==> src/rtl/decode_pkg.sv <==
// Shared widths, default field offsets and the decoded-instruction record for decode_stage.
// The defaults describe the r/rs/rd/func/imm layout; rt overlays the top of imm.
package decode_pkg;

    localparam int DEF_INSTR_W  = 32;
    localparam int DEF_REG_AW   = 6;
    localparam int DEF_FUNC_W   = 4;
    localparam int DEF_IMM_W    = 15;
    localparam int DEF_DATA_W   = 32;
    localparam int DEF_SB_DEPTH = 4;

    localparam int R_POS    = DEF_INSTR_W - 1;
    localparam int RS_MSB   = R_POS - 1;
    localparam int RD_MSB   = RS_MSB - DEF_REG_AW;
    localparam int FUNC_MSB = RD_MSB - DEF_REG_AW;
    localparam int RT_MSB   = DEF_IMM_W - 1;

    typedef struct packed {
        logic                    r;
        logic [DEF_REG_AW-1:0]   rs;
        logic [DEF_REG_AW-1:0]   rd;
        logic [DEF_REG_AW-1:0]   rt;
        logic [DEF_FUNC_W-1:0]   func;
        logic [DEF_DATA_W-1:0]   imm;
        logic                    write_en;
    } decoded_instr_t;

    // Register 0 is hardwired, so it never counts as a write target.
    function automatic decoded_instr_t extract_fields(
        input logic [DEF_INSTR_W-1:0] instr,
        input logic                   write_disable
    );
        decoded_instr_t d;
        d.r        = instr[R_POS];
        d.rs       = instr[RS_MSB -: DEF_REG_AW];
        d.rd       = instr[RD_MSB -: DEF_REG_AW];
        d.func     = instr[FUNC_MSB -: DEF_FUNC_W];
        d.rt       = instr[RT_MSB -: DEF_REG_AW];
        d.imm      = {{(DEF_DATA_W-DEF_IMM_W){instr[DEF_IMM_W-1]}}, instr[DEF_IMM_W-1:0]};
        d.write_en = !write_disable && (d.rd != '0);
        return d;
    endfunction

endpackage

==> src/rtl/decode_scoreboard.sv <==
// In-order FIFO of pending destination registers with parallel two-source match.
// Matches ignore the head entry when it is being popped this cycle.
module decode_scoreboard
    import decode_pkg::*;
#(
    parameter int REG_AW   = DEF_REG_AW,
    parameter int SB_DEPTH = DEF_SB_DEPTH
) (
    input  logic              clk,
    input  logic              rst,
    input  logic              push,
    input  logic [REG_AW-1:0] push_addr,
    input  logic              pop,
    input  logic [REG_AW-1:0] src_a,
    input  logic [REG_AW-1:0] src_b,
    output logic              match_a,
    output logic              match_b,
    output logic              full,
    output logic              empty
);

    localparam int PTR_W = $clog2(SB_DEPTH);
    localparam int CNT_W = PTR_W + 1;

    logic [REG_AW-1:0] entry_mem [SB_DEPTH];
    logic [PTR_W-1:0]  head_reg, head_next;
    logic [PTR_W-1:0]  tail_reg, tail_next;
    logic [CNT_W-1:0]  count_reg, count_next;
    logic              pop_eff, push_eff;
    logic [SB_DEPTH-1:0] live, hit_a, hit_b;

    assign full     = (count_reg == CNT_W'(SB_DEPTH));
    assign empty    = (count_reg == '0);
    assign pop_eff  = pop && !empty;
    // A push into a full FIFO is only legal when the head leaves the same cycle.
    assign push_eff = push && (!full || pop_eff);

    generate
        for (genvar gi = 0; gi < SB_DEPTH; gi++) begin : g_entry
            logic [PTR_W-1:0] age;
            assign age       = PTR_W'(gi) - head_reg;
            assign live[gi]  = ({1'b0, age} < count_reg) && !(pop_eff && (age == '0));
            assign hit_a[gi] = live[gi] && (entry_mem[gi] == src_a);
            assign hit_b[gi] = live[gi] && (entry_mem[gi] == src_b);
        end
    endgenerate

    assign match_a = |hit_a;
    assign match_b = |hit_b;

    always_comb begin
        head_next  = head_reg + PTR_W'(pop_eff);
        tail_next  = tail_reg + PTR_W'(push_eff);
        count_next = count_reg + CNT_W'(push_eff) - CNT_W'(pop_eff);
    end

    always_ff @(posedge clk or posedge rst) begin
        if (rst) begin
            head_reg  <= '0;
            tail_reg  <= '0;
            count_reg <= '0;
        end else begin
            head_reg  <= head_next;
            tail_reg  <= tail_next;
            count_reg <= count_next;
        end
    end

    // Stale contents after reset are harmless: nothing is live until pushed.
    always_ff @(posedge clk) begin
        if (push_eff) begin
            entry_mem[tail_reg] <= push_addr;
        end
    end

endmodule

==> src/rtl/decode_stage.sv <==
// Registered instruction-decode stage with valid/ready on both sides and a write-enable gate.
// Define DECODE_SCOREBOARD_EN to add the pending-write scoreboard and hazard stall.
module decode_stage
    import decode_pkg::*;
#(
    parameter int INSTR_W  = DEF_INSTR_W,
    parameter int REG_AW   = DEF_REG_AW,
    parameter int FUNC_W   = DEF_FUNC_W,
    parameter int IMM_W    = DEF_IMM_W,
    parameter int DATA_W   = DEF_DATA_W,
    parameter int SB_DEPTH = DEF_SB_DEPTH
) (
    input  logic               clk,
    input  logic               rst,
    input  logic               in_valid,
    output logic               in_ready,
    input  logic [INSTR_W-1:0] in_instr,
    input  logic               write_disable,
    output logic               out_valid,
    input  logic               out_ready,
    output logic               out_r,
    output logic [REG_AW-1:0]  out_rs,
    output logic [REG_AW-1:0]  out_rd,
    output logic [FUNC_W-1:0]  out_func,
    output logic [REG_AW-1:0]  out_rt,
    output logic [DATA_W-1:0]  out_imm,
    output logic               out_write_en,
    input  logic               wb_valid,
    output logic               hazard
);

    localparam int RS_HI   = INSTR_W - 2;
    localparam int RD_HI   = RS_HI - REG_AW;
    localparam int FUNC_HI = RD_HI - REG_AW;

    logic              dec_r;
    logic [REG_AW-1:0] dec_rs, dec_rd, dec_rt;
    logic [FUNC_W-1:0] dec_func;
    logic [DATA_W-1:0] dec_imm;
    logic              dec_we;
    logic              accept;

    logic              out_valid_reg;
    logic              out_r_reg;
    logic [REG_AW-1:0] out_rs_reg, out_rd_reg, out_rt_reg;
    logic [FUNC_W-1:0] out_func_reg;
    logic [DATA_W-1:0] out_imm_reg;
    logic              out_we_reg;

    assign dec_r    = in_instr[INSTR_W-1];
    assign dec_rs   = in_instr[RS_HI -: REG_AW];
    assign dec_rd   = in_instr[RD_HI -: REG_AW];
    assign dec_func = in_instr[FUNC_HI -: FUNC_W];
    assign dec_rt   = in_instr[IMM_W-1 -: REG_AW];
    assign dec_imm  = {{(DATA_W-IMM_W){in_instr[IMM_W-1]}}, in_instr[IMM_W-1:0]};
    assign dec_we   = !write_disable && (dec_rd != '0);

    assign accept = in_valid && in_ready;

`ifdef DECODE_SCOREBOARD_EN
    logic match_rs, match_rt, sb_full, sb_empty_unused;

    decode_scoreboard #(
        .REG_AW   (REG_AW),
        .SB_DEPTH (SB_DEPTH)
    ) u_scoreboard (
        .clk       (clk),
        .rst       (rst),
        .push      (accept && dec_we),
        .push_addr (dec_rd),
        .pop       (wb_valid),
        .src_a     (dec_rs),
        .src_b     (dec_rt),
        .match_a   (match_rs),
        .match_b   (match_rt),
        .full      (sb_full),
        .empty     (sb_empty_unused)
    );

    // I-type instructions only read rs; register 0 can never be pending.
    assign hazard = in_valid &&
                    (((dec_rs != '0) && match_rs) ||
                     (dec_r && (dec_rt != '0) && match_rt) ||
                     (dec_we && sb_full && !wb_valid));
    assign in_ready = (!out_valid_reg || out_ready) && !hazard;
`else
    localparam int SB_DEPTH_UNUSED = SB_DEPTH;
    logic wb_valid_unused;

    assign wb_valid_unused = wb_valid;
    assign hazard          = 1'b0;
    assign in_ready        = !out_valid_reg || out_ready;
`endif

    always_ff @(posedge clk or posedge rst) begin
        if (rst) begin
            out_valid_reg <= 1'b0;
            out_r_reg     <= 1'b0;
            out_rs_reg    <= '0;
            out_rd_reg    <= '0;
            out_rt_reg    <= '0;
            out_func_reg  <= '0;
            out_imm_reg   <= '0;
            out_we_reg    <= 1'b0;
        end else if (accept) begin
            out_valid_reg <= 1'b1;
            out_r_reg     <= dec_r;
            out_rs_reg    <= dec_rs;
            out_rd_reg    <= dec_rd;
            out_rt_reg    <= dec_rt;
            out_func_reg  <= dec_func;
            out_imm_reg   <= dec_imm;
            out_we_reg    <= dec_we;
        end else if (out_ready) begin
            out_valid_reg <= 1'b0;
        end
    end

    assign out_valid    = out_valid_reg;
    assign out_r        = out_r_reg;
    assign out_rs       = out_rs_reg;
    assign out_rd       = out_rd_reg;
    assign out_rt       = out_rt_reg;
    assign out_func     = out_func_reg;
    assign out_imm      = out_imm_reg;
    assign out_write_en = out_we_reg;

endmodule

==> config.mk <==
export PLATFORM = sky130hd
export DESIGN_NAME = decode_stage
export DESIGN_NICKNAME = d
export VERILOG_FILES = /design/src/rtl/decode_pkg.sv /design/src/rtl/decode_scoreboard.sv /design/src/rtl/decode_stage.sv
export SDC_FILE = /design/constraint.sdc
export NUM_CORES = 1
export LEC_CHECK = 0
export ABC_AREA = 0
export BUFFER_PORTS_ARGS = -buffer_cell sky130_fd_sc_hd__clkbuf_2
export CORE_AREA = 4 4 86 88
export CTS_CLUSTER_DIAMETER = 200
export DETAILED_ROUTE_END_ITERATION = 10
export DIE_AREA = 0 0 90 92
export PLACE_DENSITY_LB_ADDON = 0.08
export SYNTH_ARGS = -nofsm -noshare
export SYNTH_HDL_FRONTEND = slang
export SYNTH_SLANG_ARGS = --single-unit
==> constraint.sdc <==
create_clock -name clk -period 1.7 [get_ports clk]
set_clock_uncertainty 0.05 [all_clocks]
set_input_delay 0.255 -clock clk [delete_from_list [all_inputs] [get_ports clk]]
set_output_delay 0.255 -clock clk [all_outputs]
set_load 0.005 [all_outputs]
==> key figures <==
Logic synthesis
  • Ys async rst share: 100%
  • Leading area contributor after synthesis: dfrtp_1
  • Number of synthesized flops with an enable pin: 0
  • Yosys top cell area share: a little over half
  • Most frequent cell after synthesis: dfrtp_1
  • Post-Synthesis Cell Area: ~0.0016 sq mm
  • Synth unique cells: 13
  • Largest cells by area after synthesis: dfrtp_1, mux2_4, buf_4
  • Post-synthesis sequential area ratio: a little over half
  • Syn nets: 140
  • Post-Syn Instances: ~100
  • Yosys Warn Count: 0
  • Commonest cells post-synth: dfrtp_1, mux2_4, buf_4, buf_12, mux2_2
  • Post-synthesis register bit count: 34
  • Syn_area_per_cell: between 15 and 20 sq um
  • Post-synth top flop: dfrtp_1

STA
  • Number of max-slew violations in the final report: 0
  • Max Freq: 707 MHz
  • RSZ-0062 raised after global routing: no
  • Final setup fails: 0
  • Crit path time final: between 1000 and 1500 ps
  • Worst hold slack: -0.825 ps
  • Setup TNS: 0 ps
  • Post-route setup slack: around 290 ps
  • Period utilisation layout: 83.2%
  • Final hold vios: 4

Layout
  • Max reg flops: 9
  • Area delta synth->final: 27.9%
  • Fin util: between 30% and 40%
  • Multi-input logic area: 536 sq um
  • Antenna diodes: 0
  • Layout cells sized above 1: about three quarters
  • Sequential cell area: between 800 and 900 sq um
  • NumNets Final: about 220
  • Filler Cell Count: 711

Clocking
  • Worst-path clk slew: roughly 70 ps
  • Clk buf depth: 2
  • CTS tree: done
  • H-tree depth: 2
  • Root Buffer Master: clkbuf_8
  • Post-CTS Setup Inserts: 0
  • Num Clock Sinks: 34
  • Post-CTS Resized: 0
  • Worst-skew pair later-pin latency: roughly 270 ps
  • TritonCTS buffer count: 5
  • Hold Buf Count CTS: 0

Worst setup path
  • R2R Path End: out_rd[3]
  • Max stage delay on crit path: about 630 ps
  • Nature of the critical path startpoint: flip-flop
  • Worst setup path startpoint: out_rt[5]
  • WP depth: 1
  • Worst reg2reg path depth: 4
  • Arrival @ worst endpoint: approximately 1100 ps
  • Worst path required time: ~1400 ps
  • Delay-heaviest family, CP: flip-flops
  • Worst-path cell with the longest stage delay: dfrtp_1
  • Setup slack, reg-to-reg: approximately 420 ps
  • Critical path class: reg -> out
  • Critical path peak fanout: 20
  • Crit path buffers/inverters: 1
  • CP Capture Point: out_rt[5]
  • RR Startpoint: out_valid
  • CP Cell Sequence: clkbuf_2
  • Crit end category: primary output

Place
  • Routability Congestion: 0.695
  • Final HPWL DP: 2610 um
  • Pre-CTS setup slack: 396 ps
  • Port bufs: between 90 and 100

Global route
  • GR Util met3: 3.69%
  • Global-route wire length before repair: roughly 5600 um
  • Vias in the first global route: roughly 1100
  • GR Overflow Total: 0
  • Global routing usage on met2: between 10 and 15%
  • Largest net degree at the start of global routing: 35
  • Initial antenna violation count: 0
  • Met1 Use GR: around 8.9%
  • Global routing's busiest layer: met2
  • GRT Total Usage: 8.35%

Min path
  • HP Class: in -> async

Die
  • Die width: around 90 um
  • Die Span Y: a little over 90 um
  • FP Rows: 30
  • CORE AREA: roughly 0.0066 sq mm
  • Initial Utilization: ~25%
  • Die ar.: approximately 0.0083 sq mm
  • IO Pins: 97

Routing
  • DRT antenna net count: 0
  • DRC errors left: 0
  • Starting DRT DRC Count: 1
  • Post-DR wirelength/cell: ~13 um
  • Drt via density: 3.82
  • Final WL: ~3400 um
  • TritonRoute pass-1 iters: 4
  • Vias: 990

Power and ir drop
  • PwrDens: approximately 1000 mW/mm^2
  • Static Leak: ~1.2 nW
  • Maximum vdd drop: approximately 0.29 mV

Status
  • Failing checks: hold timing
  • Status: finished, violations left

Flow run
  • Max-cap violation count: 0
## layout by cell type (no fill, tap or decap)
cell type  instances
clkbuf_1           2
nand2_4            1
dfrtp_1           34
conb_1             1
clkbuf_2          94
mux2_4            30
or2b_1             1
nor2_1             1
nand2b_4           1
mux2_2             3
buf_4              1
clkbuf_8           5
inv_1              1
a21oi_1            1
buf_12             2
nor4_1             1
## logic make-up after synthesis
| kind of cell | share of synthesized area (%) |
|---|---|
| flip-flops | 52.2 |
| other | 0.230 |
| buffers and inverters | 15.0 |
| multiplexers | 29.7 |
| AO/OA/AOI/OAI | 0.307 |
| AND/OR/NAND/NOR | 2.61 |
## report_power, final
group | total, W | internal, W | switching, W
Clock | 0.000546 | 0.000282 | 0.000264
Sequential | 0.00101 | 0.000927 | 0.0000832
Combinational | 0.000528 | 0.000336 | 0.000193
## per-layer routing
layer,wire (um),vias up
met5,0,-
met4,40,0
met3,263,5
met2,1810,40
met1,1270,479
li1,-,466
## through the flow
stage | total power [W] | std cells | cell area, sq um | hold slack, ps
2_1_floorplan | 0.00140 | 102 | 1630 | 308
4_1_cts | 0.00214 | 259 | 2080 | 9.62
5_1_grt | 0.00222 | 259 | 2080 | 48.5
3_3_place_gp | 0.00156 | 252 | 2010 | 312
6_report | 0.00208 | 259 | 2080 | -0.825
3_5_place_dp | 0.00157 | 252 | 2010 | 319
## worst min-delay path by stage
stage	startpoint	end	slack, ps
final	rst	out_func[2]	-0.8
after global routing	rst	out_func[2]	50
after CTS	rst	out_func[2]	10
after detailed placement	rst	out_rs[5]	320
after global placement	rst	out_rs[5]	310
after floorplan	in_valid	out_valid	310
## area by class of cell
| cell class | count | area share, % |
|---|---|---|
| flip-flops and latches | 34 | 40.8 |
| inverters | 1 | 0.180 |
| multi-input cells | 40 | 25.7 |
| clock buffers | 7 | 3.66 |
| repair buffers | 97 | 24.8 |
| well taps | 80 | 4.80 |
No activity file was read; power rests on OpenSTA's default activity.
